===== src/rtl/count_bcd_reader.sv =====
// Latches an 18-bit counter magnitude plus its wrap flag and converts the
// magnitude to six packed BCD digits with a serial double-dabble engine.
module count_bcd_reader (
    input  logic        i_clk,
    input  logic        i_rst_n,
    input  logic        i_sel,
    input  logic [18:0] i_cnt_in,
    input  logic        i_start,
    output logic        o_busy,
    output logic        o_valid,
    output logic [23:0] o_bcd,
    output logic        o_ovf,
    output logic        o_unf
);

    typedef enum logic [1:0] {StIdle, StShift, StDone} state_t;

    state_t      r_state, w_state_next;
    logic [17:0] r_mag, w_mag_next;
    logic        r_wrap, w_wrap_next;
    logic        r_sel, w_sel_next;
    logic [23:0] r_scratch, w_scratch_next;
    logic [4:0]  r_cnt, w_cnt_next;
    logic [23:0] r_bcd, w_bcd_next;
    logic        r_ovf, w_ovf_next;
    logic        r_unf, w_unf_next;
    logic        r_busy;
    logic        r_valid;

    logic [23:0] w_adj;
    logic [23:0] w_shifted;
    logic        w_capture;

    always_comb begin
        w_adj = '0;
        for (int i = 0; i < 6; i++) begin
            w_adj[4*i +: 4] = (r_scratch[4*i +: 4] >= 4'd5) ?
                              r_scratch[4*i +: 4] + 4'd3 : r_scratch[4*i +: 4];
        end
        w_shifted = (w_adj << 1) | {23'd0, r_mag[17]};
    end

    // A START seen on the DONE exit edge starts the next conversion directly,
    // so a held START yields one result every 19 cycles.
    assign w_capture = i_start && ((r_state == StIdle) || (r_state == StDone));

    always_comb begin
        w_state_next   = r_state;
        w_mag_next     = r_mag;
        w_wrap_next    = r_wrap;
        w_sel_next     = r_sel;
        w_scratch_next = r_scratch;
        w_cnt_next     = r_cnt;
        w_bcd_next     = r_bcd;
        w_ovf_next     = r_ovf;
        w_unf_next     = r_unf;

        unique case (r_state)
            StIdle: ;
            StShift: begin
                w_scratch_next = w_shifted;
                w_mag_next     = r_mag << 1;
                w_cnt_next     = r_cnt + 5'd1;
                if (r_cnt == 5'd17) begin
                    w_bcd_next   = w_shifted;
                    w_ovf_next   = ~r_sel & r_wrap;
                    w_unf_next   = r_sel & r_wrap;
                    w_state_next = StDone;
                end
            end
            StDone:  w_state_next = StIdle;
            default: w_state_next = StIdle;
        endcase

        if (w_capture) begin
            w_mag_next     = i_cnt_in[17:0];
            w_wrap_next    = i_cnt_in[18];
            w_sel_next     = i_sel;
            w_scratch_next = '0;
            w_cnt_next     = '0;
            w_state_next   = StShift;
        end
    end

    always_ff @(posedge i_clk) begin
        if (!i_rst_n) begin
            r_state   <= StIdle;
            r_mag     <= '0;
            r_wrap    <= 1'b0;
            r_sel     <= 1'b0;
            r_scratch <= '0;
            r_cnt     <= '0;
            r_bcd     <= '0;
            r_ovf     <= 1'b0;
            r_unf     <= 1'b0;
            r_busy    <= 1'b0;
            r_valid   <= 1'b0;
        end else begin
            r_state   <= w_state_next;
            r_mag     <= w_mag_next;
            r_wrap    <= w_wrap_next;
            r_sel     <= w_sel_next;
            r_scratch <= w_scratch_next;
            r_cnt     <= w_cnt_next;
            r_bcd     <= w_bcd_next;
            r_ovf     <= w_ovf_next;
            r_unf     <= w_unf_next;
            r_busy    <= (w_state_next != StIdle);
            r_valid   <= (w_state_next == StDone);
        end
    end

    assign o_busy  = r_busy;
    assign o_valid = r_valid;
    assign o_bcd   = r_bcd;
    assign o_ovf   = r_ovf;
    assign o_unf   = r_unf;

endmodule


===== config.mk =====
export PLATFORM = sky130hd
export DESIGN_NAME = count_bcd_reader
export DESIGN_NICKNAME = d
export VERILOG_FILES = /design/src/rtl/count_bcd_reader.sv
export SDC_FILE = /design/constraint.sdc
export NUM_CORES = 1
export LEC_CHECK = 0
export ABC_AREA = 1
export CORE_MARGIN = 5
export CORE_UTILIZATION = 45
export CTS_CLUSTER_SIZE = 40
export DETAILED_ROUTE_END_ITERATION = 7
export PLACE_DENSITY = 0.78
export SYNTH_ARGS = -nofsm -noshare
export SYNTH_HDL_FRONTEND = slang
export SYNTH_SLANG_ARGS = --single-unit

===== constraint.sdc =====
create_clock -name i_clk -period 3.71 [get_ports i_clk]
set_input_delay 0.742 -clock i_clk [delete_from_list [all_inputs] [get_ports i_clk]]
set_output_delay 0.742 -clock i_clk [all_outputs]
set_load 0.02 [all_outputs]

==> impl_metrics.ini, run 1 <==
[status]
outcome = complete, no violations

[route]
avgRoutedWirePerCell_um = 12.6
met3_length_um = 559
first_pass_iters = 4
met1_length_um = 4240
antenna_left = 0
top_layer_used = met4
post-route-drc-count = 0
vias_per_cell = 5.09
drt_iter0_drc = 204
vias = 3758
routed_wl_um = 9340
route.met2.wl_um = 4460

[final_layout]
fin_nets = 664
final_common_cell = nand2_1
n_antenna_cell = 0
layout_common_cells = 159 x nand2_1, 94 x inv_1, 79 x dfxtp_1
syn_to_final_growth_pct = 18.9
stdcell_count = 739
post_route_cells_drive_above_1_share = 0.0460

[clock_tree]
cts_hold_buf = 0
postCtsSetupRepairBufs = 0
cts_tree = done
cts.repair.resized = 0
cts_buffers = 9
cts_buffer_depth = 2
cts_root_buf = clkbuf_8
clkTransAtPathRegs_ns = 0.08
cts_max_level = 3
cts.sinks = 79
clock_latency_ns = 0.36

[placed_design]
dp_hpwl_um = 6340
port_buffers = 50
pre_cts_ws_ns = 1.40
routabilityCongestion = 0.870
dpl.cell_count = 724

[timing]
slew_violations = 0
worst_pin_slew_ns = 0.673
final.setup_skew_ns = 0.00682
setup_viol = 0
rsz0062_at_grt = no
min_period_ns = 2.10
fin_crit_sh = 0.567
tns_ns = 0
fmax_ghz = 0.475
hold_viol = 0
maxSlewHeadroom = 0.550
fin_hold_ws_ns = 0.476
fin_ws_ns = 1.61

[setup_path]
cp_top_family = buffers and inverters
startpoint = o_bcd[0]
critical_path_buf_inv_count = 1
startpoint_type = flop
crit_arrival_ns = 1.36
required_ns = 2.97
cp_cell_sequence = clkdlybuf4s50_1
rr_startpoint = r_state[1]
rrSetupSlack_ns = 1.80
cp_slowest_stage_delay_ns = 0.63
critPathSlowestCell = clkdlybuf4s50_1
end_kind = output pin
critPathKind = flop to output pin
crit_path_max_fanout = 2

[synth]
yosysWarnings = 0
netlist_area_um2 = 4000
synth_compound_gate_area_share = 0.148
synth_area_leaders = dfxtp_1 40%, nand2_1 15%, inv_1 8.8%
yosysSeqAreaShare = 0.395
ys_ff_latch = 79
synthAdderAreaFrac = 0.0438
synth_top_family_by_area = simple AND/OR/NAND/NOR gates
synthMuxAreaShare = 0
synth_top_flop_cell = dfxtp_1
synth_edf_count = 0
synth_area_leader_cell = dfxtp_1
yosys.area_share.simple = 0.283
synth-xor-area-share = 0.00438
ys_async_sr_fraction = 0
netlist-cell-type-count = 24
synth_cells = 585
syn_avg_cell_area_um2 = 6.84
syn_nets = 622
synth_top_area_frac = 0.395

[floorplanning]
core_um2 = 8680
die_w_um = 104
start_util = 0.461
io_pins = 51
die_y_um = 104
die_area_um2 = 10900
rows = 34

[flow_run]
drv_cap = 0

[power]
p_leak_nw = 2.16
vdd_drop_max_mv = 0.262
p_per_area_nw_per_um2 = 409

[global_routing]
antenna_found_initial = 0
grt_pass1_wl_um = 15800
track_usage = 0.170
grt_max_degree = 41
grt_pass1_vias = 3622
grt.overflow.total = 0

[worst_hold_path]
min_from = o_unf
hold_path_class = flop to flop
==> metrics by stage <==
stage | util | power, mW | cell area (um2)
finish | 0.549 | 1.95 | 4760
floorplan | - | 1.11 | 4000
detailed placement | 0.520 | 1.18 | 4520
global route | 0.549 | 2.03 | 4760
global placement | 0.520 | 1.17 | 4520
CTS | 0.549 | 1.96 | 4760
==> metal layers <==
layer	vias to the layer above	track usage
met2	114	0.293
met5	-	0
met4	0	0.0546
li1	1956	-
met3	8	0.0366
met1	1680	0.209
==> final cells by class <==
| class | instances | area (um2) |
|---|---|---|
| multi-input combinational | 387 | 1920 |
| tap | 108 | 135 |
| fill | 840 | 3920 |
| sequential | 79 | 1580 |
| clock inverter | 5 | 106 |
| timing repair buffer | 52 | 515 |
| clock buffer | 10 | 138 |
| inverter | 98 | 368 |
==> worst paths after layout <==
kind | to | cells past startpoint
worst min-delay path | o_unf | 2
worst max-delay path | o_bcd[0] | 1
worst max register to register | o_bcd[7] | 5
worst min register to register | o_unf | 2
==> registers in the layout, summed over array words and instances (netlist names) <==
register   count
o_bcd         24
r_scratch     24
r_mag         18
r_cnt          5
r_state        2
o_busy         1
o_ovf          1
o_unf          1
o_valid        1
r_sel          1
r_wrap         1
==> cell usage after synthesis (3+ instances only) <==
cell,n
a21oi_1,62
buf_2,11
buf_6,5
dfxtp_1,79
ha_1,14
inv_1,94
inv_2,3
nand2_1,159
nand2_2,3
nand3_1,42
nand4_1,25
nor2_1,18
o21ai_0,55
==> power by group <==
part           total [mW]  leakage [nW]  internal [mW]  switching [mW]
Sequential          0.914         0.644          0.888          0.0260
Clock               0.785         0.119          0.463           0.323
Combinational       0.250          1.40         0.0938           0.157
==> cells by family after synthesis <==
kind of cell	count (synthesis)
xor gates and xnor gates	2
DFF	79
adders and majority gates	14
and+or+nand+nor	253
buffers and inverters	119
AOI/OAI and AO/OA	118
Power figures use the tool's default switching activity.
==> run 2, diff against run 1 <==
Clock period 3.71 ns to 2.1 ns, I/O delays scaled along.
==> run 2 against run 1 <==
Setup slack got worse by 1.2 ns. Critical endpoint is now o_bcd[11]. Core utilization is 0.33 points higher. Final cell count increased by 0.81%. Global-route usage down 0.54 points. Wire length fell by 3.7%. Final area rose by 0.60%. Clock power is 59% higher. Sequential power up 76%.
==> impl_metrics.ini, run 2 (synthesized netlist as in run 1, its figures left out) <==
[floorplanning]
start_util = 0.461
core_um2 = 8680
die_w_um = 104
die_area_um2 = 10900
rows = 34
die_y_um = 104
io_pins = 51

[clock_tree]
cts_buffers = 9
cts.sinks = 79
cts_max_level = 3
cts_hold_buf = 0
cts_buffer_depth = 2
clock_latency_ns = 0.34
postCtsSetupRepairBufs = 0
clkTransAtPathRegs_ns = 0.08
cts_root_buf = clkbuf_8
cts_tree = done
cts.repair.resized = 0

[power]
share_comb_of_total_power = 0.136
seq_power_share = 0.487
internal_power_mw = 2.44
clkPwrFrac = 0.377
power.total_mw = 3.32
p_switching_mw = 0.872
vdd_drop_max_mv = 0.449
p_leak_nw = 2.18
p_per_area_nw_per_um2 = 692
power.share.switching = 0.263

[global_routing]
grt.overflow.total = 0
grt_pass1_wl_um = 15300
grt_pass1_vias = 3473
grt_max_degree = 37
antenna_found_initial = 0
track_usage = 0.164

[route]
avgRoutedWirePerCell_um = 12.1
vias_per_cell = 5.02
first_pass_iters = 4
drt_iter0_drc = 236
post-route-drc-count = 0
antenna_left = 0
routed_wl_um = 8990
vias = 3740

[timing]
maxSlewHeadroom = 0.724
rsz0062_at_grt = no
tns_ns = 0
setup_viol = 0
final.setup_skew_ns = 0.00836
fin_ws_ns = 0.375
min_period_ns = 1.73
hold_viol = 0
fmax_ghz = 0.580
slew_violations = 0
fin_crit_sh = 0.821
worst_pin_slew_ns = 0.413

[final_layout]
syn_to_final_growth_pct = 19.7
layout_common_cells = 159 x nand2_1, 94 x inv_1, 79 x dfxtp_1
fin_nets = 669
n_antenna_cell = 0
final_cell_area_um2 = 4790
final_common_cell = nand2_1
stdcell_count = 745
post_route_cells_drive_above_1_share = 0.0534

[setup_path]
cp_cell_sequence = clkdlybuf4s50_1
startpoint_type = flop
end_kind = output pin
required_ns = 1.68
critical_path_buf_inv_count = 1
critPathSlowestCell = clkdlybuf4s50_1
crit_arrival_ns = 1.31
cp_top_family = buffers and inverters
critPathKind = flop to output pin
crit_path_max_fanout = 2
cp_slowest_stage_delay_ns = 0.61

[placed_design]
dpl_cell_area_um2 = 4570
port_buffers = 50
pre_cts_ws_ns = 0.306
routabilityCongestion = 0.847
dpl.cell_count = 729
dp_hpwl_um = 6250

[worst_hold_path]
hold_path_class = flop to flop

[status]
outcome = complete, no violations

[flow_run]
drv_cap = 0
==> run 2: per-stage QoR <==
step | hold slack, ns | utilization
final | 0.475 | 0.552
after global routing | 0.500 | 0.552
after CTS | 0.482 | 0.552
after detailed placement | 0.463 | 0.526
after global placement | 0.455 | 0.526
after floorplan | 0.436 | -
==> run 2: cell type report <==
class,instances,area (um2)
multi-input combinational,387,1920
clock buffer,11,141
sequential,79,1580
timing repair buffer,57,566
fill,825,3890
clock inverter,5,81.3
tap,108,135
inverter,98,368
==> run 2: final timing paths <==
kind / endpoint / start / slack, ns / cells after the start
setup / recovery: o_bcd[11] / o_bcd[11] / 0.37 / 1
hold / removal: o_unf / o_unf / 0.48 / 2
setup reg to reg: o_bcd[19] / r_cnt[0] / 0.44 / 7
hold reg to reg: o_unf / o_unf / 0.48 / 2
==> run 2: metal layers <==
layer | share of wire | wire (um) | track usage | up-vias
met1 | 0.45 | 4090 | 0.198 | 1670
met3 | 0.055 | 498 | 0.0447 | 8
met2 | 0.48 | 4330 | 0.286 | 92
met4 | 0.0083 | 75 | 0.0453 | 0
li1 | - | - | - | 1970
met5 | 0 | 0 | 0 | -
==> run 2: power groups by stage <==
stage / combinational, mW / sequential (mW) / clock [mW]
after floorplan: 0.330 / 1.64 / 0
after global placement: 0.434 / 1.64 / 0
after detailed placement: 0.447 / 1.65 / 0
after CTS: 0.450 / 1.61 / 1.29
after global routing: 0.516 / 1.62 / 1.35
final: 0.452 / 1.61 / 1.25
==> run 3, diff against run 2 <==
Clock period 2.1 ns to 1.6 ns, I/O delays scaled along.
==> run 3 against run 2 <==
Setup slack worse by 0.27 ns. Critical path type is now flop to flop. Die area stayed put. Global-route usage is 1.5 points higher. First-iteration DRC count is 30% higher.
==> impl_metrics.ini, run 3 (synthesized netlist as in run 1, its figures left out) <==
[placed_design]
dpl.cell_count = 735
dpl_cell_area_um2 = 4620
port_buffers = 50
routabilityCongestion = 0.891
pre_cts_ws_ns = -0.0556
dp_hpwl_um = 6740

[timing]
hold_viol = 0
final.setup_skew_ns = 0.00974
fin_ws_ns = 0.108
slew_violations = 0
fmax_ghz = 0.670
rsz0062_at_grt = no
maxSlewHeadroom = 0.739
worst_pin_slew_ns = 0.391
fin_crit_sh = 0.932
min_period_ns = 1.49
setup_viol = 0

[power]
p_per_area_nw_per_um2 = 964
clkPwrFrac = 0.415
vdd_drop_max_mv = 0.556
p_leak_nw = 2.39
power.total_mw = 4.69
seq_power_share = 0.452
share_comb_of_total_power = 0.133
p_switching_mw = 1.19
internal_power_mw = 3.50
power.share.switching = 0.255

[route]
avgRoutedWirePerCell_um = 12.8
routed_wl_um = 9600
first_pass_iters = 5
vias = 3919
vias_per_cell = 5.21
drt_iter0_drc = 306
post-route-drc-count = 0
antenna_left = 0

[global_routing]
grt_pass1_vias = 3706
grt.overflow.total = 0
grt_pass1_wl_um = 16700
track_usage = 0.180
grt_max_degree = 28
antenna_found_initial = 0

[final_layout]
stdcell_count = 752
post_route_cells_drive_above_1_share = 0.0683
final_common_cell = nand2_1
final_cell_area_um2 = 4870
fin_nets = 676
layout_common_cells = 158 x nand2_1, 94 x inv_1, 77 x dfxtp_1
syn_to_final_growth_pct = 21.6
multiInputGateArea_um2 = 1920
n_antenna_cell = 0
fillers = 848
final-seq-area_um2 = 1580

[clock_tree]
cts.sinks = 79
cts_tree = done
clkTransAtPathRegs_ns = 0.08
cts_buffers = 9
cts_root_buf = clkbuf_8
cts_buffer_depth = 2
cts_max_level = 3
clock_latency_ns = 0.36

[status]
outcome = complete, no violations

[setup_path]
critPathKind = flop to flop
startpoint_type = flop
end_kind = flop
required_ns = 1.86
crit_arrival_ns = 1.75
rr_worst_depth = 9
crit_path_max_fanout = 7

[floorplanning]
die_w_um = 104
start_util = 0.461
core_um2 = 8680
io_pins = 51
die_area_um2 = 10900
rows = 34
die_y_um = 104

[worst_hold_path]
min_path_cells = 2
hold_path_class = flop to flop

[flow_run]
drv_cap = 0
run 3: cell count changes in the layout (fill, tap and decap cells not counted), moves of 2 or more:
cell	previous run	this run
clkdlybuf4s50_1	50	22
dlygate4sd2_1	0	27
buf_4	6	12
bufinv_16	2	4
dfxtp_1	79	77
dfxtp_2	0	2
run 3: per-stage QoR:
step | util | setup TNS, ns | hold WS, ns
after global routing | 0.561 | 0 | 0.504
after CTS | 0.559 | 0 | 0.471
after global placement | 0.533 | 0 | 0.459
final | 0.561 | 0 | 0.468
after detailed placement | 0.533 | -0.189 | 0.462
after floorplan | - | 0 | 0.436
run 3: routing by layer:
metal	track usage	vias to the layer above	routed length, um
met5	0	-	0
met4	0.0629	0	266
met3	0.0509	26	639
met2	0.300	147	4640
met1	0.221	1758	4050
li1	-	1988	-
run 3: final timing paths:
kind | startpoint | endpoint | slack (ns)
max | r_scratch[12] | r_scratch[13] | 0.11
min | o_unf | o_unf | 0.47
max reg2reg | r_scratch[12] | r_scratch[13] | 0.11
min reg2reg | o_unf | o_unf | 0.47
run 3: critical path: stages (launching register included):
cell and delay, ns:
dfxtp_1 0.37, inv_1 0.14, ha_1 0.20, inv_1 0.05, nand2_1 0.17, nand3_1 0.17, nand2_1 0.12, nand3_1 0.08
nand2_1 0.07, inv_1 0.03
run 3: power groups by stage:
stage	clock, mW	combinational [mW]	sequential [mW]
finish	1.95	0.626	2.12
floorplan	0	0.433	2.15
global route	2.06	0.710	2.13
CTS	1.97	0.621	2.12
global placement	0	0.595	2.16
detailed placement	0	0.613	2.16
run 3: timing repair:
| item | CTS | global route |
|---|---|---|
| resized for setup | 27 | 4 |
| hold buffers | 0 | 0 |
| pin swaps | 0 | 1 |
| endpoints found under the setup margin | 27 | 9 |
| buffers inserted | 0 | 1 |
run 3: layout make-up:
type / instances / area share
clock buffer: 10 / 0.0262
clock inverter: 6 / 0.0273
inverter: 98 / 0.0756
multi-input combinational: 387 / 0.394
sequential: 79 / 0.326
tap: 108 / 0.0278
timing repair buffer: 64 / 0.123
==> RTL change 1: new RTL, settings of run 3 <==
Remove the register `r_valid`: a continuous assignment takes its place, so the output `o_valid` follows one clock earlier.
--- a/src/rtl/count_bcd_reader.sv
+++ b/src/rtl/count_bcd_reader.sv
@@ -96,3 +96,2 @@
             r_busy    <= 1'b0;
-            r_valid   <= 1'b0;
         end else begin
@@ -108,5 +107,6 @@
             r_busy    <= (w_state_next != StIdle);
-            r_valid   <= (w_state_next == StDone);
         end
     end
+
+    assign r_valid = (w_state_next == StDone);
 
Check against the original RTL: same outputs for any inputs over 10 cycles, from zero or initial values and one cycle with i_rst_n low; that may be too few to reach the edited logic, so the function may still have changed.
==> RTL change 1 against run 3 <==
  * The flow now finishes with violations (setup timing)
  * Cell area is 0.85% higher
  * Count of clock-buffer cells in the layout is 1 higher
  * Sequential cell count is 1 lower
  * Setup slack worse by 0.11 ns
  * Critical path depth is 2 lower
  * Wire length is 4.5% lower
  * Total power is 3.8% lower
  * Area after synthesis is 0.31% lower
  * Non-clock buffer count is 10 higher
  * Critical endpoint is now o_valid
  * Highest routed layer unchanged
==> RTL change 1: results (changes against run 3) <==
| Metric | This run | Unit | Change |
| --- | --- | --- | --- |
| Commonest cells in the netlist | nand2_1, inv_1, dfxtp_1 | - | unchanged |
| Portion of netlist area occupied by mux cells | 0 | % | unchanged |
| Net count of the finished layout | 686 | - | was 676 |
| Drt first-iter violations | 151 | - | was 306 |
| Adder-cell share of the synthesized area | 4.39 | % | was 4.38% |
| Largest vdd supply drop | 0.000709 | V | was 0.000556 V |
| Largest net degree at the start of global routing | 25 | - | was 28 |
| Worst min-delay path class | flop to flop | - | unchanged |
| First-pass GRT wire length | 15700 | microns | was 16700 microns |
| Root Driver | clkbuf_8 | - | unchanged |
| Routability Congestion | 0.846 | - | was 0.891 |
| Max transition margin | 76.9 | % | was 73.9% |
| Via total after detailed routing | 3810 | - | was 3919 |
| Clock insertion delay at the later pin of the skew report | 0.35 | ns |  |
| Syn_nets | 623 | - | was 622 |
| Distinct cells, synth | 23 | - | was 24 |
| Mean number of vias per cell | 5.00 | - | was 5.21 |
| Top cell family by delay on the critical path | flip-flops | - | was simple AND/OR/NAND/NOR gates |
| Reg2Reg Capture Point | o_bcd[3] | - | was r_scratch[13] |
| Worst setup path category | flop to output port | - | was flop to flop |
| Placed cell count | 745 | - | was 735 |
| Count of TritonRoute iterations in the first routing pass | 4 | - | was 5 |
| Aggregate routed wire length | 9170 | microns | was 9600 microns |
| Max Fanout on Critical Path | 2 | - | was 7 |
| Setup WS post-layout | -0.0000775 | ns | was 0.108 ns |
| Count of cells along the worst register-to-register path | 9 | - | unchanged |
| Leakage power summed over all cells | 2.40 | nW | was 2.39 nW |
| Fraction of final layout cells with drive strength greater than 1 | 8.87 | % | was 6.83% |
| Overall fraction of global-route tracks in use | 17.0 | % | was 18.0% |
| Result of the run | finished with violations | - | was finished clean |
| Placed wire-length estimate after detailed placement | 6520 | microns | was 6740 microns |
| Sequential area share after synthesis | 39.1 | % | was 39.5% |
| Failing checks | setup timing | - |  |
| Cells after Synth | 586 | - | was 585 |
| Worst R2R Start | r_cnt[1] | - | was r_scratch[12] |
| Sum Neg Setup Slack | -0.0000775 | ns | was 0 ns |
| Via count of the first global-routing pass | 3517 | - | was 3706 |
| Area contributors post-synth | dfxtp_1, nand2_1, inv_1, a21oi_1, o21ai_0 | - | unchanged |
| Arrival time at the worst endpoint | 1.28 | ns | was 1.75 ns |
| Xor and xnor area share after synthesis | 0.439 | % | was 0.438% |
| Total setup violations reported at the end of the flow | 1 | - | was 0 |
| Cell with the largest stage delay on the worst path | dfxtp_2 | - | was dfxtp_1 |
| Hold Startpoint | o_bcd[19] | - | was o_unf |
| End point of the most critical hold path | o_bcd[19] | - | was o_unf |
| Dpl cell area | 4670 | sq um | was 4620 sq um |
| Antenna diodes | 0 | - | unchanged |
| Async set or reset register ratio after synthesis | 0 | % | unchanged |
| Synth Area in Compound Gates | 14.7 | % | was 14.8% |
| Largest stage delay, worst path | 0.33 | ns | was 0.37 ns |
| Register-to-register setup slack | 0.09 | ns | was 0.11 ns |
| Worst clock skew | 0.0111 | ns | was 0.00974 ns |
RTL change 1: kinds of logic after synthesis:
group                      after synthesis
AOI/OAI and AO/OA                      117
and+or+nand+nor                        255
DFF                                     78
xor gates and xnor gates                 2
buffers and inverters                  120
adders and majority gates               14
RTL change 1: cell type report:
| cell class | count | area [sq um] |
|---|---|---|
| fillers | 841 | 3770 |
| multi-input cells | 388 | 1940 |
| flip-flops and latches | 78 | 1560 |
| repair buffers | 74 | 664 |
| inverters | 98 | 368 |
| well taps | 108 | 135 |
| clock buffers | 11 | 131 |
| clock inverters | 5 | 106 |
RTL change 1: worst min-delay path, cell delays in order, from the launching register on:
cell	delay [ns]
dfxtp_1	0.33
nand3_1	0.06
o21ai_0	0.06
RTL change 1: timing repair:
item,CTS,global route
pin swaps,0,1
resized for setup,32,10
setup endpoints to repair,29,8
buffers inserted,0,1
cloned,0,0
RTL change 1: where the power goes:
group	switching (mW)	internal (mW)	leakage [nW]
clock	0.743	1.04	0.114
combinational	0.374	0.255	1.65
sequential	0.0587	2.03	0.637
RTL change 1: metrics by stage:
stage | hold slack, ns | util, % | setup WS, ns
2_1_floorplan | 0.436 | - | 0.172
3_5_place_dp | 0.473 | 53.8 | -0.0943
4_1_cts | 0.489 | 56.1 | -0.0266
6_report | 0.488 | 56.5 | -0.0000775
3_3_place_gp | 0.458 | 53.8 | -0.0744
5_1_grt | 0.511 | 56.5 | -0.0777
RTL change 1: worst max path at each step:
stage	end
CTS	o_valid
detailed placement	o_valid
global placement	o_valid
global route	o_valid
finish	o_valid
floorplan	o_valid
RTL change 1: per-layer routing:
metal,GRT usage [%],vias to the layer above,share of wire [%]
met5,0,-,0
met4,5.27,0,1.0
met3,4.28,10,5.2
met2,28.6,94,48
met1,21.3,1701,45
li1,-,2005,-
==> RTL change 2: new RTL, settings of run 3 <==
Made on the original files. Encoding of `state_t`: now one-hot (3 bits for 3 states).
--- a/src/rtl/count_bcd_reader.sv
+++ b/src/rtl/count_bcd_reader.sv
@@ -15,3 +15,3 @@
 
-    typedef enum logic [1:0] {StIdle, StShift, StDone} state_t;
+    typedef enum logic [2:0] {StIdle = 3'b001, StShift = 3'b010, StDone = 3'b100} state_t;
 
Formal check against the unedited RTL: same outputs for any inputs over 10 cycles, from zero or initial values and one cycle with i_rst_n low; not proved beyond that.
==> RTL change 2 against run 3 <==
  * First-iteration DRC count down 48%
  * Setup slack improved by 0.051 ns
  * Area after synthesis increased by 1.8%
  * Worst hold slack lost 0.0047 ns
  * Cell area up 1.9%
  * Critical path depth is 2 lower
  * Combinational power is 41% lower
  * Global-route usage fell by 1.4 points
  * Sequential cell count increased by 1
  * Wire length fell by 3.8%
  * Total power is 14% lower
  * Die area is 1.6% higher
  * Clock power decreased by 18%
==> RTL change 2: results (changes against run 3) <==
| Metric | This run | Unit | Change |
| --- | --- | --- | --- |
| Count of TritonRoute iterations in the first routing pass | 4 | - | was 5 |
| Largest vdd supply drop | 0.000588 | V | was 0.000556 V |
| First-pass GRT wire length | 15500 | microns | was 16700 microns |
| Commonest cells in the netlist | nand2_1, inv_1, nor2_1 | - | was nand2_1, inv_1, dfxtp_1 |
| Routed length per instance | 11.9 | microns | was 12.8 microns |
| Async set or reset register ratio after synthesis | 0 | % | unchanged |
| Setup Slack @ Placement | -0.114 | ns | was -0.0556 ns |
| Sequential area share after synthesis | 39.3 | % | was 39.5% |
| Via count of the first global-routing pass | 3609 | - | was 3706 |
| Total of fill cells in the finished design | 822 | - | was 848 |
| Count of buffers added by post-CTS timing repair for setup | 0 | - | unchanged |
| Placed wire-length estimate after detailed placement | 6640 | microns | was 6740 microns |
| Result of the run | finished clean | - | unchanged |
| Antenna diodes | 0 | - | unchanged |
| Net count of the finished layout | 699 | - | was 676 |
| Initial antenna violation count | 0 | - | unchanged |
| Distinct cells, synth | 27 | - | was 24 |
| Fraction of final layout cells with drive strength greater than 1 | 8.85 | % | was 6.83% |
| Dpl cell area | 4760 | sq um | was 4620 sq um |
| Largest net degree at the start of global routing | 25 | - | was 28 |
| Mapped Avg Cell Area | 6.76 | sq um | was 6.84 sq um |
| Arrival time at the worst endpoint | 1.72 | ns | was 1.75 ns |
| Overall fraction of global-route tracks in use | 16.6 | % | was 18.0% |
| Cell with the largest stage delay on the worst path | dfxtp_1 | - | unchanged |
| Routability Congestion | 0.858 | - | was 0.891 |
| Area of combinational cells with multiple inputs | 1960 | sq um | was 1920 sq um |
| Leakage power summed over all cells | 2.39 | nW | about the same |
| Sum Neg Setup Slack | 0 | ns | unchanged |
| Largest stage delay, worst path | 0.39 | ns | was 0.37 ns |
| Placed cell count | 759 | - | was 735 |
| Max Fanout on Critical Path | 4 | - | was 7 |
| Aggregate routed wire length | 9230 | microns | was 9600 microns |
| Worst min-delay path class | flop to flop | - | unchanged |
| Register clock-pin slew on the reported worst setup and hold paths | 0.08 | ns | about the same |
| Clock H-tree levels | 3 | - | unchanged |
| Syn_nets | 640 | - | was 622 |
| Most used flip-flop cell after synthesis | dfxtp_1 | - | unchanged |
| Area contributors post-synth | dfxtp_1, nand2_1, inv_1, nor2_1, nand3_1 | - | was dfxtp_1, nand2_1, inv_1, a21oi_1, o21ai_0 |
| Worst clock skew | 0.0109 | ns | was 0.00974 ns |
| Maximum clock insertion buffer count | 2 | - | unchanged |
| Post-cts gate resize count | 26 | - | was 27 |
| Top cell family by delay on the critical path | compound AO/OA/AOI/OAI gates | - | was simple AND/OR/NAND/NOR gates |
| Max transition margin | 76.3 | % | was 73.9% |
| Clock insertion delay at the later pin of the skew report | 0.35 | ns |  |
| Drt first-iter violations | 158 | - | was 306 |
| Switching Share | 24.2 | % | was 25.5% |
| Mean number of vias per cell | 4.87 | - | was 5.21 |
==> RTL change 2: worst register-to-register path, stage by stage (launching register included) <==
cell and delay, ns:
dfxtp_1 0.39, inv_1 0.10, ha_1 0.20, inv_1 0.07
nand2_1 0.05, a21boi_0 0.32, nand2_1 0.11, a21oi_2 0.13
==> RTL change 2: kinds of logic (layout without fill, tap and decap cells) <==
kind of cell	after synthesis	after routing	share of synthesized area [%]
AOI/OAI and AO/OA	72	72	10.1
and+or+nand+nor	318	318	33.1
adders and majority gates	14	14	4.30
xor gates and xnor gates	2	2	0.430
DFF	80	80	39.3
buffers and inverters	117	181	12.7
==> RTL change 2: per-layer routing <==
layer,up-vias,wire (microns),track usage (%)
li1,1979,-,-
met1,1698,4060,19.4
met2,83,4510,29.0
met3,17,439,3.45
met4,0,215,7.31
met5,-,0,0
==> RTL change 2: power groups by stage <==
stage | clock [mW] | sequential [mW] | combinational, mW
finish | 1.59 | 2.07 | 0.370
global route | 1.69 | 2.08 | 0.413
CTS | 1.61 | 2.07 | 0.373
detailed placement | 0 | 2.12 | 0.372
global placement | 0 | 2.12 | 0.363
floorplan | 0 | 2.11 | 0.227
==> RTL change 2: path summary, 6_finish.rpt <==
kind | start | endpoint | slack (ns) | depth (start not counted)
worst max-delay path | r_scratch[12] | r_scratch[15] | 0.16 | 7
worst min-delay path | o_bcd[15] | o_bcd[15] | 0.46 | 2
worst max register to register | r_scratch[12] | r_scratch[15] | 0.16 | 7
worst min register to register | o_bcd[15] | o_bcd[15] | 0.46 | 2
==> RTL change 2: area by class of cell <==
type,count,share of cell area [%]
Multi-Input combinational cell,406,39.5
Sequential cell,80,32.3
Inverter,95,7.25
Tap cell,108,2.73
Clock buffer,12,3.33
Timing Repair Buffer,70,13.8
Clock inverter,4,1.04
